--- config.mk ---
export PLATFORM = sky130hd
export DESIGN_NAME = debug_dump_sequencer
export DESIGN_NICKNAME = d
export VERILOG_FILES = /design/src/rtl/debug_pkg.sv /design/src/rtl/word_serializer.sv /design/src/rtl/debug_dump_sequencer.sv
export SDC_FILE = /design/constraint.sdc
export NUM_CORES = 1
export LEC_CHECK = 0
export CORE_MARGIN = 2
export CORE_UTILIZATION = 40
export DETAILED_ROUTE_END_ITERATION = 10
export GPL_TIMING_DRIVEN = 1
export PLACE_DENSITY_LB_ADDON = 0.12
export SETUP_SLACK_MARGIN = 0.15
export SLEW_MARGIN = 20
export SYNTH_ARGS = -nofsm -noshare
export SYNTH_HDL_FRONTEND = slang
export SYNTH_HIERARCHICAL = 1
export SYNTH_SLANG_ARGS = --single-unit
--- constraint.sdc ---
create_clock -name i_clock -period 5.13 [get_ports i_clock]
set_input_delay 1.2825 -clock i_clock [delete_from_list [all_inputs] [get_ports i_clock]]
set_output_delay 1.2825 -clock i_clock [all_outputs]
set_load 0.05 [all_outputs]
--- src/rtl/debug_pkg.sv ---
// Shared encodings and byte counts for the debug dump sequencer.
// DEBUG_DUMP_CHECKSUM_EN adds the trailing XOR checksum states.
package debug_pkg;

  localparam int PC_BYTES = 4;
  localparam int RB_COUNT = 32;
  localparam int DM_COUNT = 128;
  localparam int CK_WIDTH = 8;

  typedef enum logic [3:0] {
    IDLE,
    PC_SEND,
    PC_WAIT,
    RB_READ,
    RB_LATCH,
    RB_SEND,
    RB_WAIT,
    DM_READ,
    DM_LATCH,
    DM_SEND,
    DM_WAIT,
`ifdef DEBUG_DUMP_CHECKSUM_EN
    CK_SEND,
    CK_WAIT,
`endif
    DONE
  } state_t;

  function automatic logic is_send(state_t s);
    return (s == PC_SEND) || (s == RB_SEND) || (s == DM_SEND);
  endfunction

endpackage

--- src/rtl/word_serializer.sv ---
// Picks one byte of a word, least-significant byte at index 0.
// Pure combinational slice used by the dump sequencer.
module word_serializer #(
  parameter int BYTE  = 8,
  parameter int DWORD = 32,
  parameter int IDXW  = $clog2(DWORD / BYTE)
) (
  input  logic [DWORD-1:0] word,
  input  logic [IDXW-1:0]  idx,
  output logic [BYTE-1:0]  byte_out
);

  always_comb begin
    byte_out = word[idx*BYTE +: BYTE];
  end

endmodule

--- src/rtl/debug_dump_sequencer.sv ---
// Streams PC, register bank and data memory over a UART, LSB first.
// DEBUG_DUMP_CHECKSUM_EN appends one XOR checksum byte.
module debug_dump_sequencer
  import debug_pkg::*;
#(
  parameter int BYTE    = 8,
  parameter int DWORD   = 32,
  parameter int ADDR    = 7,
  parameter int RB_ADDR = 5
) (
  input  logic               i_clock,
  input  logic               i_reset,
  input  logic               i_start,
  input  logic               i_tx_done,
  input  logic [DWORD-1:0]   i_pc_value,
  input  logic [DWORD-1:0]   i_rb_data,
  input  logic [BYTE-1:0]    i_dm_data,
  output logic [RB_ADDR-1:0] o_rb_addr,
  output logic               o_rb_enable,
  output logic               o_rb_read_enable,
  output logic [ADDR-1:0]    o_dm_addr,
  output logic               o_dm_enable,
  output logic               o_dm_read_enable,
  output logic [BYTE-1:0]    o_tx_data,
  output logic               o_tx_start,
  output logic               o_busy,
  output logic               o_done
);

  localparam int IDXW = $clog2(PC_BYTES);
  localparam logic [IDXW-1:0] IDX_LAST = IDXW'(PC_BYTES - 1);
  localparam logic [RB_ADDR-1:0] RB_LAST = RB_ADDR'(RB_COUNT - 1);
  localparam logic [ADDR-1:0] DM_LAST = ADDR'(DM_COUNT - 1);

  state_t state, state_n;
  logic [IDXW-1:0]    idx, idx_n;
  logic [RB_ADDR-1:0] rb_addr, rb_n;
  logic [ADDR-1:0]    dm_addr, dm_n;
  logic [DWORD-1:0]   word, word_n;
  logic [BYTE-1:0]    ser_byte;
  logic               rb_en, dm_en, tx_start, done;

  word_serializer #(
    .BYTE  (BYTE),
    .DWORD (DWORD),
    .IDXW  (IDXW)
  ) u_ser (
    .word     (word),
    .idx      (idx),
    .byte_out (ser_byte)
  );

`ifdef DEBUG_DUMP_CHECKSUM_EN
  logic [CK_WIDTH-1:0] ck, ck_n;
`endif

  always_ff @(posedge i_clock) begin
    if (i_reset) begin
      state   <= IDLE;
      idx     <= '0;
      rb_addr <= '0;
      dm_addr <= '0;
      word    <= '0;
`ifdef DEBUG_DUMP_CHECKSUM_EN
      ck      <= '0;
`endif
    end else begin
      state   <= state_n;
      idx     <= idx_n;
      rb_addr <= rb_n;
      dm_addr <= dm_n;
      word    <= word_n;
`ifdef DEBUG_DUMP_CHECKSUM_EN
      ck      <= ck_n;
`endif
    end
  end

  always_comb begin
    state_n  = state;
    idx_n    = idx;
    rb_n     = rb_addr;
    dm_n     = dm_addr;
    word_n   = word;
    rb_en    = 1'b0;
    dm_en    = 1'b0;
    tx_start = 1'b0;
    done     = 1'b0;
    unique case (state)
      IDLE: begin
        if (i_start) begin
          state_n = PC_SEND;
          word_n  = i_pc_value;
          idx_n   = '0;
          rb_n    = '0;
          dm_n    = '0;
        end
      end
      PC_SEND: begin
        tx_start = 1'b1;
        state_n  = PC_WAIT;
      end
      PC_WAIT: begin
        if (i_tx_done) begin
          if (idx == IDX_LAST) begin
            idx_n   = '0;
            rb_n    = '0;
            state_n = RB_READ;
          end else begin
            idx_n   = idx + 1'b1;
            state_n = PC_SEND;
          end
        end
      end
      RB_READ: begin
        rb_en   = 1'b1;
        state_n = RB_LATCH;
      end
      RB_LATCH: begin
        word_n  = i_rb_data;
        idx_n   = '0;
        state_n = RB_SEND;
      end
      RB_SEND: begin
        tx_start = 1'b1;
        state_n  = RB_WAIT;
      end
      RB_WAIT: begin
        if (i_tx_done) begin
          if (idx == IDX_LAST) begin
            idx_n = '0;
            if (rb_addr == RB_LAST) begin
              dm_n    = '0;
              state_n = DM_READ;
            end else begin
              rb_n    = rb_addr + 1'b1;
              state_n = RB_READ;
            end
          end else begin
            idx_n   = idx + 1'b1;
            state_n = RB_SEND;
          end
        end
      end
      DM_READ: begin
        dm_en   = 1'b1;
        state_n = DM_LATCH;
      end
      DM_LATCH: begin
        word_n  = DWORD'(i_dm_data);
        idx_n   = '0;
        state_n = DM_SEND;
      end
      DM_SEND: begin
        tx_start = 1'b1;
        state_n  = DM_WAIT;
      end
      DM_WAIT: begin
        // Stop at the last address rather than wrapping the counter.
        if (i_tx_done) begin
          if (dm_addr == DM_LAST) begin
`ifdef DEBUG_DUMP_CHECKSUM_EN
            state_n = CK_SEND;
`else
            state_n = DONE;
`endif
          end else begin
            dm_n    = dm_addr + 1'b1;
            state_n = DM_READ;
          end
        end
      end
`ifdef DEBUG_DUMP_CHECKSUM_EN
      CK_SEND: begin
        tx_start = 1'b1;
        state_n  = CK_WAIT;
      end
      CK_WAIT: begin
        if (i_tx_done) state_n = DONE;
      end
`endif
      DONE: begin
        done    = 1'b1;
        state_n = IDLE;
      end
      default: state_n = IDLE;
    endcase
  end

`ifdef DEBUG_DUMP_CHECKSUM_EN
  // Fold every data byte in as it is sent; cleared on each new dump.
  always_comb begin
    ck_n = ck;
    if (state == IDLE && i_start)
      ck_n = '0;
    else if (is_send(state))
      ck_n = ck ^ CK_WIDTH'(ser_byte);
  end

  always_comb begin
    o_tx_data = ser_byte;
    if (state == CK_SEND || state == CK_WAIT)
      o_tx_data = BYTE'(ck);
  end
`else
  always_comb begin
    o_tx_data = ser_byte;
  end
`endif

  always_comb begin
    o_rb_addr        = rb_addr;
    o_rb_enable      = rb_en;
    o_rb_read_enable = rb_en;
    o_dm_addr        = dm_addr;
    o_dm_enable      = dm_en;
    o_dm_read_enable = dm_en;
    o_tx_start       = tx_start;
    o_done           = done;
    o_busy           = (state != IDLE) && (state != DONE);
  end

endmodule

; Yosys cells after proc, flatten, opt, wreduce, memory -nomap -nowiden
; Index checks and enable logic that the tools add are counted.
[totals]
regBits = 50
in_bits = 76
out_inout_bits = 27
word_cells = 82
[op_classes]
addsub = 3
n_eq_ne = 25
shift = 1
n_mux = 33
reduce_logical = 15
[op_table]
columns = operator, n
row1 = $pmux 32 s3, 1
row2 = $pmux 4 s11, 1
row3 = $mux 7, 6
row4 = $mux 32, 1
row5 = $shiftx 32x6->8, 1
row6 = $mux 5, 6
row7 = $mux 4, 6
row8 = $pmux 7 s3, 1
row9 = $ne 2x2->1 const B, 9
row10 = $eq 4x3->1 const B, 4
row11 = $eq 4x4->1 const B, 4
row12 = $pmux 5 s3, 1
row13 = $reduce_and 7->1, 2
row14 = $reduce_bool 3->1, 4
row15 = $eq 4x2->1 const B, 2
row16 = $mux 2, 4
row17 = $add 7x1->7 const B, 1
row18 = $eq 7x7->1 const B, 1
row19 = $pmux 2 s3, 1
row20 = $add 5x1->5 const B, 1
row21 = $eq 5x5->1 const B, 1
row22 = $eq 4x1->1 const B, 1
row23 = $logic_not 4->1, 1
row24 = $mux 1, 4
row25 = other kinds (12), 13

; Logic depth before layout (Yosys ltp)
[depth]
word_depth = 5
ltp_mapped = 8

; Modules after synthesis
; The synthesis kept the hierarchy.
[by_module_without_submodules]
columns = module, n_inst, cells_per_inst, area_each_um2, seq_area_each_um2
row1 = debug_dump_sequencer, 1, 306, 2519.9, 1001.0
row2 = word_serializer, 1, 10, 196.4, 0.0

; Worst setup path after synthesis
; OpenSTA, ideal clock, no wires.
[synth_path]
path_type = reg-to-output
start = reg state[3]
end = out o_rb_read_enable
arrival_ns = 2.326
t_required_ns = 3.848
path_slack_ns = 1.522
stages_incl_launch_ff = 5
cell_sequence = dfxtp_1 buf_6 and2b_2 nor3b_1 buf_4
[synth_between]
elab_chain_len = 2
[synth_lines]
columns = item, line_no
row1 = start: declaration, debug_dump_sequencer.sv:35  ; state_t state, state_n;
row2 = start signal: assignment, debug_dump_sequencer.sv:68  ; state <= state_n;
row3 = $eq 4x2->1, debug_dump_sequencer.sv:89  ; unique case (state)
row4 = $mux 1, debug_dump_sequencer.sv:89
row5 = end: declaration, debug_dump_sequencer.sv:20  ; output logic o_rb_read_enable,
; No other way between the ends.

; Worst setup path in the final report
[layout_path]
start = reg state[0]
end = out o_rb_enable
[layout_between]
elab_chain_len = 2
[layout_lines]
columns = item, line_no
row1 = $eq 4x2->1, debug_dump_sequencer.sv:89
row2 = $mux 1, debug_dump_sequencer.sv:89
row3 = end: declaration, debug_dump_sequencer.sv:19  ; output logic o_rb_enable,
; No other way between the ends.

==> impl_metrics.tcl <==
set metrics [dict create \
    yosysTopAreaCell "dfxtp_1" \
    status "finished, final reports clean" \
    met2_usage_pct 29.0 \
    start_kind "flip-flop" \
    synth_ff_type "dfxtp_1" \
    placed_cell_area_um2 3690 \
    tritoncts "built" \
    ctsResizeCount 0 \
    rrSetupSlack_ps 2670 \
    required_ps 3850 \
    via_count 2670 \
    syn_avg_cell_area_um2 8.60 \
    cp.buffers_inverters 1 \
    worst_slew_pin_slew_ps 999 \
    ys_top_cells_by_area "dfxtp_1, a22oi_1, a211oi_1, mux4_2, nor2_1" \
    antenna_found_initial 0 \
    grt_pass1_vias 2376 \
    fin_crit_sh_pct 71.3 \
    min_from "o_rb_addr[4]$_SDFFE_PP0P_" \
    setup_viol_count_final 0 \
    final_area_um2 3800 \
    die_area_um2 7470 \
    synthMostInstantiatedCell "dfxtp_1" \
    synth_edf_count 0 \
    finalHoldViolCount 0 \
    die_h_um 86.4 \
    clock_skew_ps 8.39 \
    layout-drive-gt1-share_pct 7.04 \
    cts_buffer_depth 2 \
    max_freq_ghz 0.273 \
    fin_crit_ps 3660 \
    critical_path.top_delay_family "buffers and inverters" \
    hp-class "reg2reg" \
    cts_sinks 50 \
    synth_top_area_share_pct 36.8 \
    rsz0062_at_grt "false" \
    n_antenna_cell 0 \
    critPathArrivalTime_ps 2380 \
    viasPerCell 5.59 \
    htreeDepth 2 \
    final_max_slew_viol_count 0 \
    setup_tns_ps 0 \
    grt_use_met3_pct 4.57 \
    drc_errors 0 \
    dr.first_iter.drc_count 125 \
    ir_worst_vdd_v 0.000135 \
    synthCells 316 \
    end_kind "output port" \
    cp_slowest_cell "clkdlybuf4s50_1" \
    dr.pass1.iters 4 \
    synthArstFlopShare_pct 0 \
    area_growth_pct 39.9 \
    busiest_layer "met2" \
    nFillCells 646 \
    clk_pin_slew_worst_paths_ps 90 \
    maxSlewHeadroom_pct 33.4 \
    grt_util_met1_pct 28.5 \
    fin_nets 477 \
    portBuffers 102 \
    path_cells "and2b_2 > nor3b_1 > clkdlybuf4s50_1" \
    grt_use_total_pct 19.4 \
    yosysUniqueCellTypes 48 \
    routed_wl_mm 7.33 \
    critPathMaxStageDelay_ps 870 \
    antenna_left 0 \
    power.density_nw_per_um2 266 \
    synth_common_cells "dfxtp_1, nor2_1, a22oi_1, nand2_1, a211oi_1" \
    grt_max_degree 65 \
    rr_endpoint "word[28]$_SDFFE_PP0P_" \
    hold_path_depth 2 \
    cap_violations 0 \
    multi_input_area_um2 1520 \
    dieWidth_um 86.4 \
    synth_area_um2 2720 \
    power_mw 1.01 \
    yosysSeqAreaShare_pct 36.8 \
    rr_worst_depth 6 \
    synth_seq_cells 50 \
    place_inst 470 \
    wl_per_cell_um 15.3 \
    min_to "o_rb_addr[4]$_SDFFE_PP0P_" \
    clockRootBuffer "clkbuf_8" \
    dpl.hpwl_mm 5.20 \
    finalNonFillerCells 478 \
    yosysWarningCount 6 \
    crit_fanout 15 \
    synth.net_count 396 \
    numCtsBuffers 5 \
    postCtsHoldBufs 0 \
    start_util_pct 40.7 \
    r2r_start "state[3]$_SDFFE_PP0P_" \
    power_leakage_nw 1.39 \
    core_area_um2 6680 \
    critPathKind "reg2out" \
    clk_latency_ps 290 \
    std_cell_rows 30 \
    grt_pass1_wl_mm 11.6 \
    regArea_um2 1000 \
    cts_setup_buffers 0 \
    io_pins 103 \
    grt_overflow_total 0 \
    place_congestion 0.771 \
]
==> flip-flops by register name (all words and copies together), names as in the netlist <==
signal     flops
word          32
o_dm_addr      7
o_rb_addr      5
state          4
idx            2
==> worst register-to-register path: cells and delay by family, from the launching register on <==
| kind | cells | cell delay [ps] |
|---|---|---|
| AND/OR/NAND/NOR | 3 | 990 |
| AO/OA/AOI/OAI | 2 | 480 |
| flip-flops | 1 | 670 |
| buffers and inverters | 1 | 240 |
==> how the worst max path moves through the flow <==
stage	start	to	slack, ps	depth (start not counted)
finish	state[0]$_SDFFE_PP0P_	o_rb_enable	1470	3
detailed placement	idx[0]$_SDFFE_PP0P_	o_tx_data[6]	1800	2
CTS	idx[0]$_SDFFE_PP0P_	o_tx_data[6]	1450	2
floorplan	state[3]$_SDFFE_PP0P_	o_rb_read_enable	1520	4
global route	state[0]$_SDFFE_PP0P_	o_rb_read_enable	1340	3
global placement	idx[0]$_SDFFE_PP0P_	o_tx_data[7]	1820	2
==> per-stage QoR <==
stage / setup slack [ps] / utilization [%] / hold WS (ps)
finish: 1470 / 56.9 / 491
global route: 1340 / 56.9 / 528
CTS: 1450 / 56.9 / 496
detailed placement: 1800 / 55.3 / 484
global placement: 1820 / 55.3 / 481
floorplan: 1520 / - / 448
==> report_power, final <==
group          internal (mW)  leakage [nW]  switching (mW)
Combinational          0.134         0.928           0.148
Clock                  0.146        0.0524           0.123
Sequential             0.426         0.410          0.0350
Total                  0.706          1.39           0.306
==> final cells by class <==
cell class | instances | area share [%]
Multi-Input combinational cell | 228 | 40.1
Inverter | 8 | 0.922
Clock inverter | 1 | 0.790
Timing Repair Buffer | 104 | 27.3
Sequential cell | 50 | 26.3
Tap cell | 80 | 2.63
Clock buffer | 7 | 2.01
==> per-layer routing <==
metal	routed length [um]	part of all wire (%)
met3	498	6.8
met5	0	0
met2	3390	46
met1	3400	46
met4	40	0.55
==> cells in the final DEF, fill, tap and decap left out, drive strengths merged, types with 3 or more instances in the layout <==
cell type	instances
nor2	35
dfxtp	50
and3	6
o211ai	3
nor3	5
o32ai	3
clkdlybuf4s50	102
nand2	27
a211oi	24
inv	7
nand3	10
nand4	5
mux4	8
a21oi	15
clkbuf	7
a31oi	10
ha	4
a22oi	32
nor4	3
and2	3
o21ai	15
==> logic make-up after synthesis <==
kind of cell	count (synthesis)	synth area share, %
AOI/OAI and AO/OA	110	27.7
adders and majority gates	4	1.84
buffers and inverters	38	7.14
DFF	50	36.8
muxes	8	6.63
and+or+nand+nor	106	19.8
No activity file was read; power rests on OpenSTA's default activity.
